File: src/rtl/rx_cmd_parser_pkg.sv
// rx_cmd_parser_pkg
// Shared definitions for the receive-path command parser:
//   - command opcode byte values
//   - parser state encoding
//   - register-file addresses that receive the ALU operands
package rx_cmd_parser_pkg;

    localparam logic [7:0] OPC_WRITE   = 8'hAA;  // AA, ADDR, DATA
    localparam logic [7:0] OPC_READ    = 8'hBB;  // BB, ADDR
    localparam logic [7:0] OPC_ALU_OP  = 8'hCC;  // CC, OPA, OPB, FUN
    localparam logic [7:0] OPC_ALU_NOP = 8'hDD;  // DD, FUN

    localparam int OPA_ADDR = 0;
    localparam int OPB_ADDR = 1;

    typedef enum logic [2:0] {
        ST_IDLE,
        ST_WR_ADDR,
        ST_WR_DATA,
        ST_RD_ADDR,
        ST_ALU_OPA,
        ST_ALU_OPB,
        ST_ALU_FUN
    } state_t;

endpackage

File: src/rtl/rx_cmd_timeout.sv
// rx_cmd_timeout
// Inter-byte watchdog for the command parser. Counts cycles while enabled
// and no byte arrives; pulses expire on the TIMEOUT_CYCLES-th such cycle.
// Ports:
//   CLK     system clock
//   RST     synchronous active-low reset
//   en      count enable (parser holds a partial command)
//   clr     an accepted byte restarts the count
//   expire  combinational, high on the cycle the limit is reached
module rx_cmd_timeout #(
    parameter int TIMEOUT_CYCLES = 1024
) (
    input  logic CLK,
    input  logic RST,
    input  logic en,
    input  logic clr,
    output logic expire
);

    localparam int CNT_W = $clog2(TIMEOUT_CYCLES + 1);

    logic [CNT_W-1:0] cnt;

    // cnt holds the number of already-elapsed silent cycles, so the current
    // cycle is number cnt+1; expiry is flagged on the last one so the parser
    // can register CMD_ERR on the same edge that ends it.
    assign expire = en && !clr && (cnt == CNT_W'(TIMEOUT_CYCLES - 1));

    always_ff @(posedge CLK) begin
        if (!RST) begin
            cnt <= '0;
        end else if (!en || clr || expire) begin
            cnt <= '0;
        end else begin
            cnt <= cnt + 1'b1;
        end
    end

endmodule

File: src/rtl/rx_cmd_parser.sv
// rx_cmd_parser
// Assembles validated UART bytes into register-file read/write and ALU
// commands. Strobes are single-cycle; address, write data and function code
// are held until the next strobe that updates them.
// Optional feature macro: RX_CMD_TIMEOUT_EN adds an inter-byte timeout that
// aborts a partial command after TIMEOUT_CYCLES cycles without a byte.
// Ports:
//   CLK, RST               clock, synchronous active-low reset
//   RX_P_DATA, RX_D_VLD    received byte and its valid strobe
//   RX_PAR_ERR, RX_FRM_ERR receiver parity / framing error flags
//   RF_WrEn, RF_RdEn       register-file write / read strobes
//   RF_Address, RF_WrData  register-file address and write data (held)
//   ALU_EN, ALU_FUN        ALU strobe and function code (held)
//   CMD_BUSY               a command is partially assembled
//   CMD_ERR                one-cycle pulse on an aborted or illegal command
module rx_cmd_parser
    import rx_cmd_parser_pkg::*;
#(
    parameter int DATA_WIDTH     = 8,
    parameter int ADDR_WIDTH     = 4,
    parameter int TIMEOUT_CYCLES = 1024
) (
    input  logic                  CLK,
    input  logic                  RST,
    input  logic [DATA_WIDTH-1:0] RX_P_DATA,
    input  logic                  RX_D_VLD,
    input  logic                  RX_PAR_ERR,
    input  logic                  RX_FRM_ERR,
    output logic                  RF_WrEn,
    output logic                  RF_RdEn,
    output logic [ADDR_WIDTH-1:0] RF_Address,
    output logic [DATA_WIDTH-1:0] RF_WrData,
    output logic                  ALU_EN,
    output logic [3:0]            ALU_FUN,
    output logic                  CMD_BUSY,
    output logic                  CMD_ERR
);

    state_t                state;
    logic [ADDR_WIDTH-1:0] addr_hold;
    logic                  rx_err;
    logic                  byte_ok;
    logic                  addr_bad;
    logic                  fun_bad;
    logic                  timeout_hit;

    assign rx_err   = RX_PAR_ERR || RX_FRM_ERR;
    // A byte arriving together with an error flag is never used.
    assign byte_ok  = RX_D_VLD && !rx_err;
    assign addr_bad = (RX_P_DATA >> ADDR_WIDTH) != '0;
    assign fun_bad  = (RX_P_DATA >> 4) != '0;
    assign CMD_BUSY = (state != ST_IDLE);

`ifdef RX_CMD_TIMEOUT_EN
    rx_cmd_timeout #(
        .TIMEOUT_CYCLES(TIMEOUT_CYCLES)
    ) u_timeout (
        .CLK   (CLK),
        .RST   (RST),
        .en    (state != ST_IDLE),
        .clr   (byte_ok),
        .expire(timeout_hit)
    );
`else
    assign timeout_hit = 1'b0;
`endif

    always_ff @(posedge CLK) begin
        if (!RST) begin
            state      <= ST_IDLE;
            addr_hold  <= '0;
            RF_WrEn    <= 1'b0;
            RF_RdEn    <= 1'b0;
            RF_Address <= '0;
            RF_WrData  <= '0;
            ALU_EN     <= 1'b0;
            ALU_FUN    <= '0;
            CMD_ERR    <= 1'b0;
        end else begin
            RF_WrEn <= 1'b0;
            RF_RdEn <= 1'b0;
            ALU_EN  <= 1'b0;
            CMD_ERR <= 1'b0;
            // Abort has priority; once back in IDLE a persisting flag is
            // ignored, so it yields exactly one CMD_ERR.
            if (state != ST_IDLE && (rx_err || timeout_hit)) begin
                CMD_ERR <= 1'b1;
                state   <= ST_IDLE;
            end else if (byte_ok) begin
                case (state)
                    ST_IDLE: begin
                        case (RX_P_DATA)
                            DATA_WIDTH'(OPC_WRITE):   state <= ST_WR_ADDR;
                            DATA_WIDTH'(OPC_READ):    state <= ST_RD_ADDR;
                            DATA_WIDTH'(OPC_ALU_OP):  state <= ST_ALU_OPA;
                            DATA_WIDTH'(OPC_ALU_NOP): state <= ST_ALU_FUN;
                            default:                  CMD_ERR <= 1'b1;
                        endcase
                    end
                    ST_WR_ADDR: begin
                        if (addr_bad) begin
                            CMD_ERR <= 1'b1;
                            state   <= ST_IDLE;
                        end else begin
                            // RF_Address is only updated with the strobe.
                            addr_hold <= RX_P_DATA[ADDR_WIDTH-1:0];
                            state     <= ST_WR_DATA;
                        end
                    end
                    ST_WR_DATA: begin
                        RF_WrEn    <= 1'b1;
                        RF_Address <= addr_hold;
                        RF_WrData  <= RX_P_DATA;
                        state      <= ST_IDLE;
                    end
                    ST_RD_ADDR: begin
                        if (addr_bad) begin
                            CMD_ERR <= 1'b1;
                        end else begin
                            RF_RdEn    <= 1'b1;
                            RF_Address <= RX_P_DATA[ADDR_WIDTH-1:0];
                        end
                        state <= ST_IDLE;
                    end
                    ST_ALU_OPA: begin
                        RF_WrEn    <= 1'b1;
                        RF_Address <= ADDR_WIDTH'(OPA_ADDR);
                        RF_WrData  <= RX_P_DATA;
                        state      <= ST_ALU_OPB;
                    end
                    ST_ALU_OPB: begin
                        RF_WrEn    <= 1'b1;
                        RF_Address <= ADDR_WIDTH'(OPB_ADDR);
                        RF_WrData  <= RX_P_DATA;
                        state      <= ST_ALU_FUN;
                    end
                    ST_ALU_FUN: begin
                        if (fun_bad) begin
                            CMD_ERR <= 1'b1;
                        end else begin
                            ALU_EN  <= 1'b1;
                            ALU_FUN <= RX_P_DATA[3:0];
                        end
                        state <= ST_IDLE;
                    end
                    default: state <= ST_IDLE;
                endcase
            end
        end
    end

endmodule

File: config.mk
export PLATFORM = sky130hd
export DESIGN_NAME = rx_cmd_parser
export DESIGN_NICKNAME = d
export VERILOG_FILES = /design/src/rtl/rx_cmd_parser_pkg.sv /design/src/rtl/rx_cmd_timeout.sv /design/src/rtl/rx_cmd_parser.sv
export SDC_FILE = /design/constraint.sdc
export NUM_CORES = 1
export LEC_CHECK = 0
export CORE_AREA = 2 2 63 65
export DETAILED_ROUTE_END_ITERATION = 7
export DIE_AREA = 0 0 65 67
export PLACE_DENSITY_LB_ADDON = 0.15
export REMOVE_ABC_BUFFERS = 1
export SYNTH_ARGS = -nofsm -noshare
export SYNTH_HDL_FRONTEND = slang
export SYNTH_SLANG_ARGS = --single-unit
File: constraint.sdc
create_clock -name CLK -period 2.9 [get_ports CLK]
set_input_delay 0.435 -clock CLK [delete_from_list [all_inputs] [get_ports CLK]]
set_output_delay 0.435 -clock CLK [all_outputs]
set_load 0.005 [all_outputs]
# Word-level counts from Yosys, hierarchy flattened
# Cells that the tools add are included.
[word_totals] register_bits=27 latch_bits=0 ram_bits=0 mem_bits_ro=0 input_bits=13 elab_cells=59 n_memories=0
[classes] n_addsub=0 multipliers=0 div=0 n_lt_le_gt_ge=0 eq_ne=12 shift=0 n_mux=12 n_bitwise=6 n_reduce_logical=20
[op_table] cell="8-bit equality test (second input constant)" n=4
[op_table] cell="3-bit case mux with 4 select lines" n=2
[op_table] cell="4-bit case mux with 4 select lines" n=1
[op_table] cell="4-bit AND reduction" n=3
[op_table] cell="4-bit OR reduction" n=3
[op_table] cell="3-bit equality test (second input constant)" n=3
[op_table] cell="3-bit OR reduction" n=3
[op_table] cell="8-bit nonzero test" n=1
[op_table] cell="3-bit by 2-bit equality test with 1-bit output (second input constant)" n=2
[op_table] cell="1-bit two-way mux" n=6
[op_table] cell="1-bit inverter" n=6
[op_table] cell="5-bit by 1-bit inequality test with 1-bit output (second input constant)" n=1
[op_table] cell="4-bit two-way mux" n=1
[op_table] cell="4-bit nonzero test" n=1
[op_table] cell="3-bit by 1-bit equality test with 1-bit output (second input constant)" n=1
[op_table] cell="3-bit zero test" n=1
[op_table] cell="3-bit AND reduction" n=1
[op_table] cell="3-bit nonzero test" n=1
[op_table] cell="1-bit logical AND" n=2
[op_table] cell="2-bit two-way mux" n=1
[op_table] cell="2-bit inequality test (second input constant)" n=1
[op_table] cell="1-bit case mux with 2 select lines" n=1
[op_table] cell="2-bit AND reduction" n=1
[op_table] cell="2-bit OR reduction" n=1
[op_table] cell="other kinds (2)" n=2

# Logic depth before layout (Yosys ltp)
[logic_depth] ltp_word=6 ltp_mapped=6 depth_no_buf=4

# Worst setup path after synthesis
# OpenSTA, ideal clock, no wires.
[synth_path] path_type="in2reg" startpoint="input port RX_P_DATA[4]" endpoint="register RF_Address[0]" setup_time_ns=0.071 arrival_ns=2.071 slack_ns=0.759 stages=5 path_buffers=1 path_cell_list="or4_1 -> buf_2 -> a311o_1 -> or4_1 -> a21oi_1"
[synth_between] elab_chain_len=3
[synth_lines] item="from (decl)" line="rx_cmd_parser.sv:25" source="input logic [DATA_WIDTH-1:0] RX_P_DATA,"
[synth_lines] item="8-bit nonzero test" line="rx_cmd_parser.sv:50" source="assign addr_bad = (RX_P_DATA >> ADDR_WIDTH) != '0;"
[synth_lines] item="2-bit inequality test (no source line)"
[synth_lines] item="4-bit AND reduction (no source line)"
[synth_lines] item="to (signal assigned)" line="rx_cmd_parser.sv:112" source="RF_Address <= addr_hold;"
[synth_lines] item="to (signal assigned)" line="rx_cmd_parser.sv:121" source="RF_Address <= RX_P_DATA[ADDR_WIDTH-1:0];"
[synth_lines] item="to (signal assigned)" line="rx_cmd_parser.sv:127" source="RF_Address <= ADDR_WIDTH'(OPA_ADDR);"
[synth_lines] item="to (decl)" line="rx_cmd_parser.sv:31" source="output logic [ADDR_WIDTH-1:0] RF_Address,"
# No other way between the ends.
# A chain may end at the register's enable or synchronous reset.

# Final worst setup path
# Ends and elaborated chain as after synthesis.

==> summary.md <==
| Metric | Value |
|---|---|
| Mux contribution to synthesized area | `~12%` |
| Overall routed net length | `roughly 3100 µm` |
| Area delta synth->final | `32.9%` |
| Nets@finish | `195` |
| Post-CTS setup buffer count | `0` |
| Yosys cell types | `35` |
| Number of max-cap violations | `0` |
| Sequential area share after synthesis | `about two fifths` |
| Non-filler cells, final | `roughly 230` |
| Slew @ Worst Pin | `about 0.70 ns` |
| Leakage | `0.605 nW` |
| Wirelength per Cell | `13.4 µm` |
| Vias in the first global route | `roughly 1,100` |
| Critical Path AT | `roughly 2.6 ns` |
| Bufs on Longest Clock Path | `2` |
| Via density | `5.14` |
| I/O pin count | `34` |
| Slew Limit Fails | `0` |
| CTS hold repair buffers | `0` |
| Full die area | `approximately 4400 µm²` |
| Critical Path End Type | `flop` |
| Final WS setup | `about 0.5 ns` |
| Final setup violation count | `0` |
| Flops & latches, synth | `27` |
| Port bufs | `33` |
| Initial antenna violation count | `0` |
| Max incr delay on CP | `about 0.6 ns` |
| Setup Crit Path Kind | `input port to flop` |
| FILL cells | `between 300 and 400` |
| Worst Clk Skew | `0.00154 ns` |
| Fin crit period | `2.41 ns` |
| Final Cell Area | `about 1700 µm²` |
| Ranking of synthesized cells by area | `dfxtp_1 (41%), mux2i_1 (12%), nor2_1 (6.9%)` |
| Fin. Hold Viols | `0` |
| Routed met1 length | `between 1000 and 1500 µm` |
| Worst vdd ir | `between 0.2 and 0.25 mV` |
| Grt total ovfl | `0` |
| Post-layout power | `0.633 mW` |
| Yosys top cell area share | `41.3%` |
| Num CTS Buffers | `3` |
| Die height | `roughly 67 µm` |
| First-pass GRT wire length | `5010 µm` |
| Largest net degree at the start of global routing | `24` |
| Outcome | `complete, no violations` |
| Fin crit share | `between 80% and 90%` |
| Final worst hold slack | `roughly 0.48 ns` |
| Warnings, synthesis | `0` |
| Crit-path max FO | `6` |
| Skew-Pair Late Insertion Delay | `0.26 ns` |
| CP Data Required Time | `a little over 3 ns` |
| Cell count after placement | `225` |
| Max_slew headroom | `53.4%` |
| Placed wire-length estimate | `2220 µm` |
| Pwr dens | `approximately 360 nW/µm²` |
| H-tree Lvls | `1` |
| Hold Crit Class | `flop to flop` |
| Compound-Gate Fraction of Synth Area | `14.8%` |
| Dominant cell type by area after synthesis | `dfxtp_1` |
| Starting Density | `between 30% and 40%` |
| Placed inst area | `1700 µm²` |
| CP dominant cell by count | `or4_1` |
| Detailed-route via count | `around 1,200` |
| DR DRC count | `0` |
| Global Route Usage Sum | `approximately 15%` |
| Post-synthesis cell count | `150` |
| CTS Sinks | `27` |
| DIE WIDTH | `about 65 µm` |
| Multi-input logic area | `~720 µm²` |
| ANT cells | `0` |
| Largest family of logic cells by synthesized area | `simple AND/OR/NAND/NOR gates` |
| Post-Synth Adder-Cell Area | `0%` |
| Top Metal Used | `met4` |
| Core Region | `approximately 3600 µm²` |
| Rows | `22` |
| Worst-path clk slew | `approximately 0.09 ns` |
| Synth Area per Inst | `~8.7 µm²` |
| Worst setup SP type | `input port` |
| Max Freq | `just over 0.4 GHz` |
| Final ANT Viol Nets | `0` |
| TritonCTS clock tree | `built` |
| Pre-antenna DRT Iters | `4` |
| Met2 Wirelength | `about 1400 µm` |
| Drt first-iter violations | `just under 70` |
| Final Wtd Congestion | `between 0.7 and 0.8` |
| Dpl ws | `0.225 ns` |
| Fraction of layout instances using a drive strength above 1 | `6.08%` |
| Register area | `541 µm²` |
| Clk root buf | `clkbuf_8` |
| RSZ-0062 raised after global routing | `no` |
| Setup TNS | `0 ns` |
| CP Cell Sequence | `clkdlybuf4s50_1 -> or4_1 -> a311o_1 -> or4_1 -> a21oi_1` |
| Synthesized cell area | `1310 µm²` |
| Slowest-stage cell, CP | `or4_1` |
| Routed wl met3 | `177 µm` |
| Post-synthesis xor/xnor area fraction | `1.34%` |
| Number of gates resized after CTS | `0` |
| Post-Synth Simple-Gate Area | `between 20% and 30%` |
| Fin util | `48.3%` |
## state kept, by name, summed over array words and instances (netlist names)
name        cells
RF_WrEn         1
CMD_ERR         1
RF_WrData       8
RF_RdEn         1
addr_hold       4
ALU_EN          1
RF_Address      4
state           3
ALU_FUN         4
## final cells by class
type | instances | area share, %
well taps | 48 | 3.45
inverters | 2 | 0.431
flip-flops and latches | 27 | 31.1
clock buffers | 4 | 2.59
multi-input cells | 110 | 41.3
repair buffers | 38 | 21.1
## placed cells by master, fill, tap and decap left out
cell type        netlist  final
a211o_1                1      1
a21o_1                 1      1
a21oi_1                5      5
a22oi_1                1      1
a311o_1                1      1
a311oi_1               5      5
a31oi_1                1      1
a41oi_1                1      1
and2_1                 1      1
buf_4                  0      5
clkbuf_1               9      1
clkbuf_8               0      3
clkdlybuf4s50_1        0     33
dfxtp_1               27     27
inv_1                  2      2
mux2i_1               16     16
nand2_1                7      7
nand2b_1               8      8
nand3_1                3      3
nand3b_1               3      3
nor2_1                24     24
nor2b_1                1      1
nor3_1                 5      5
nor4_1                 3      3
nor4_2                 2      2
nor4bb_1               3      3
o211ai_1               1      1
o21ai_0                6      6
o21ai_1                1      1
o21ba_2                1      1
o22ai_1                1      1
o2bb2ai_1              1      1
o41ai_1                1      1
or3b_1                 2      2
or4_1                  2      2
xnor2_1                2      2
## synth_stat cells
master	n
o41ai_1	1
o211ai_1	1
o21ai_0	6
a21oi_1	5
nor4bb_1	3
a31oi_1	1
mux2i_1	16
a41oi_1	1
nor4_2	2
nor3_1	5
or4_1	2
a21o_1	1
inv_1	2
nand3_1	3
nand2_1	7
nand2b_1	8
o21ai_1	1
buf_2	1
nand3b_1	3
buf_1	1
o21ba_2	1
nor4_1	3
a311o_1	1
xnor2_1	2
dfxtp_1	27
and2_1	1
a211o_1	1
a22oi_1	1
nor2_1	24
o2bb2ai_1	1
o22ai_1	1
clkbuf_1	9
a311oi_1	5
or3b_1	2
nor2b_1	1
## cell families (layout without fill, tap and decap cells)
logic type,after synthesis,after routing
buffers and inverters,13,44
AO/OA/AOI/OAI,28,28
AND/OR/NAND/NOR,64,64
flip-flops,27,27
multiplexers,16,16
XOR/XNOR,2,2
## metal layers
metal | up-vias | track usage, %
li1 | 603 | -
met1 | 540 | 18.9
met2 | 31 | 25.6
met3 | 2 | 3.72
met4 | 0 | 5.59
met5 | - | 0
## final timing paths
| kind | cells after the start | startpoint | slack (ns) | to |
|---|---|---|---|---|
| worst min-delay path | 2 | RF_Address[0] | 0.48 | RF_Address[0] |
| worst max-delay path | 5 | RX_P_DATA[4] | 0.49 | RF_Address[0] |
| worst min register to register | 2 | RF_Address[0] | 0.48 | RF_Address[0] |
| worst max register to register | 4 | state[2] | 0.73 | RF_Address[0] |
## power by group
part / internal, mW / switching, mW / leakage, nW
logic: 0.0247 / 0.0261 / 0.365
clock network: 0.0982 / 0.113 / 0.0228
registers: 0.371 / 0.000531 / 0.217
total: 0.494 / 0.140 / 0.605
## critical path: cells and delay by family
family,cells,cell delay [ns]
and+or+nand+nor,2,1.14
AOI/OAI and AO/OA,2,0.53
buffers and inverters,1,0.50
(Power assumes the default switching activity.)
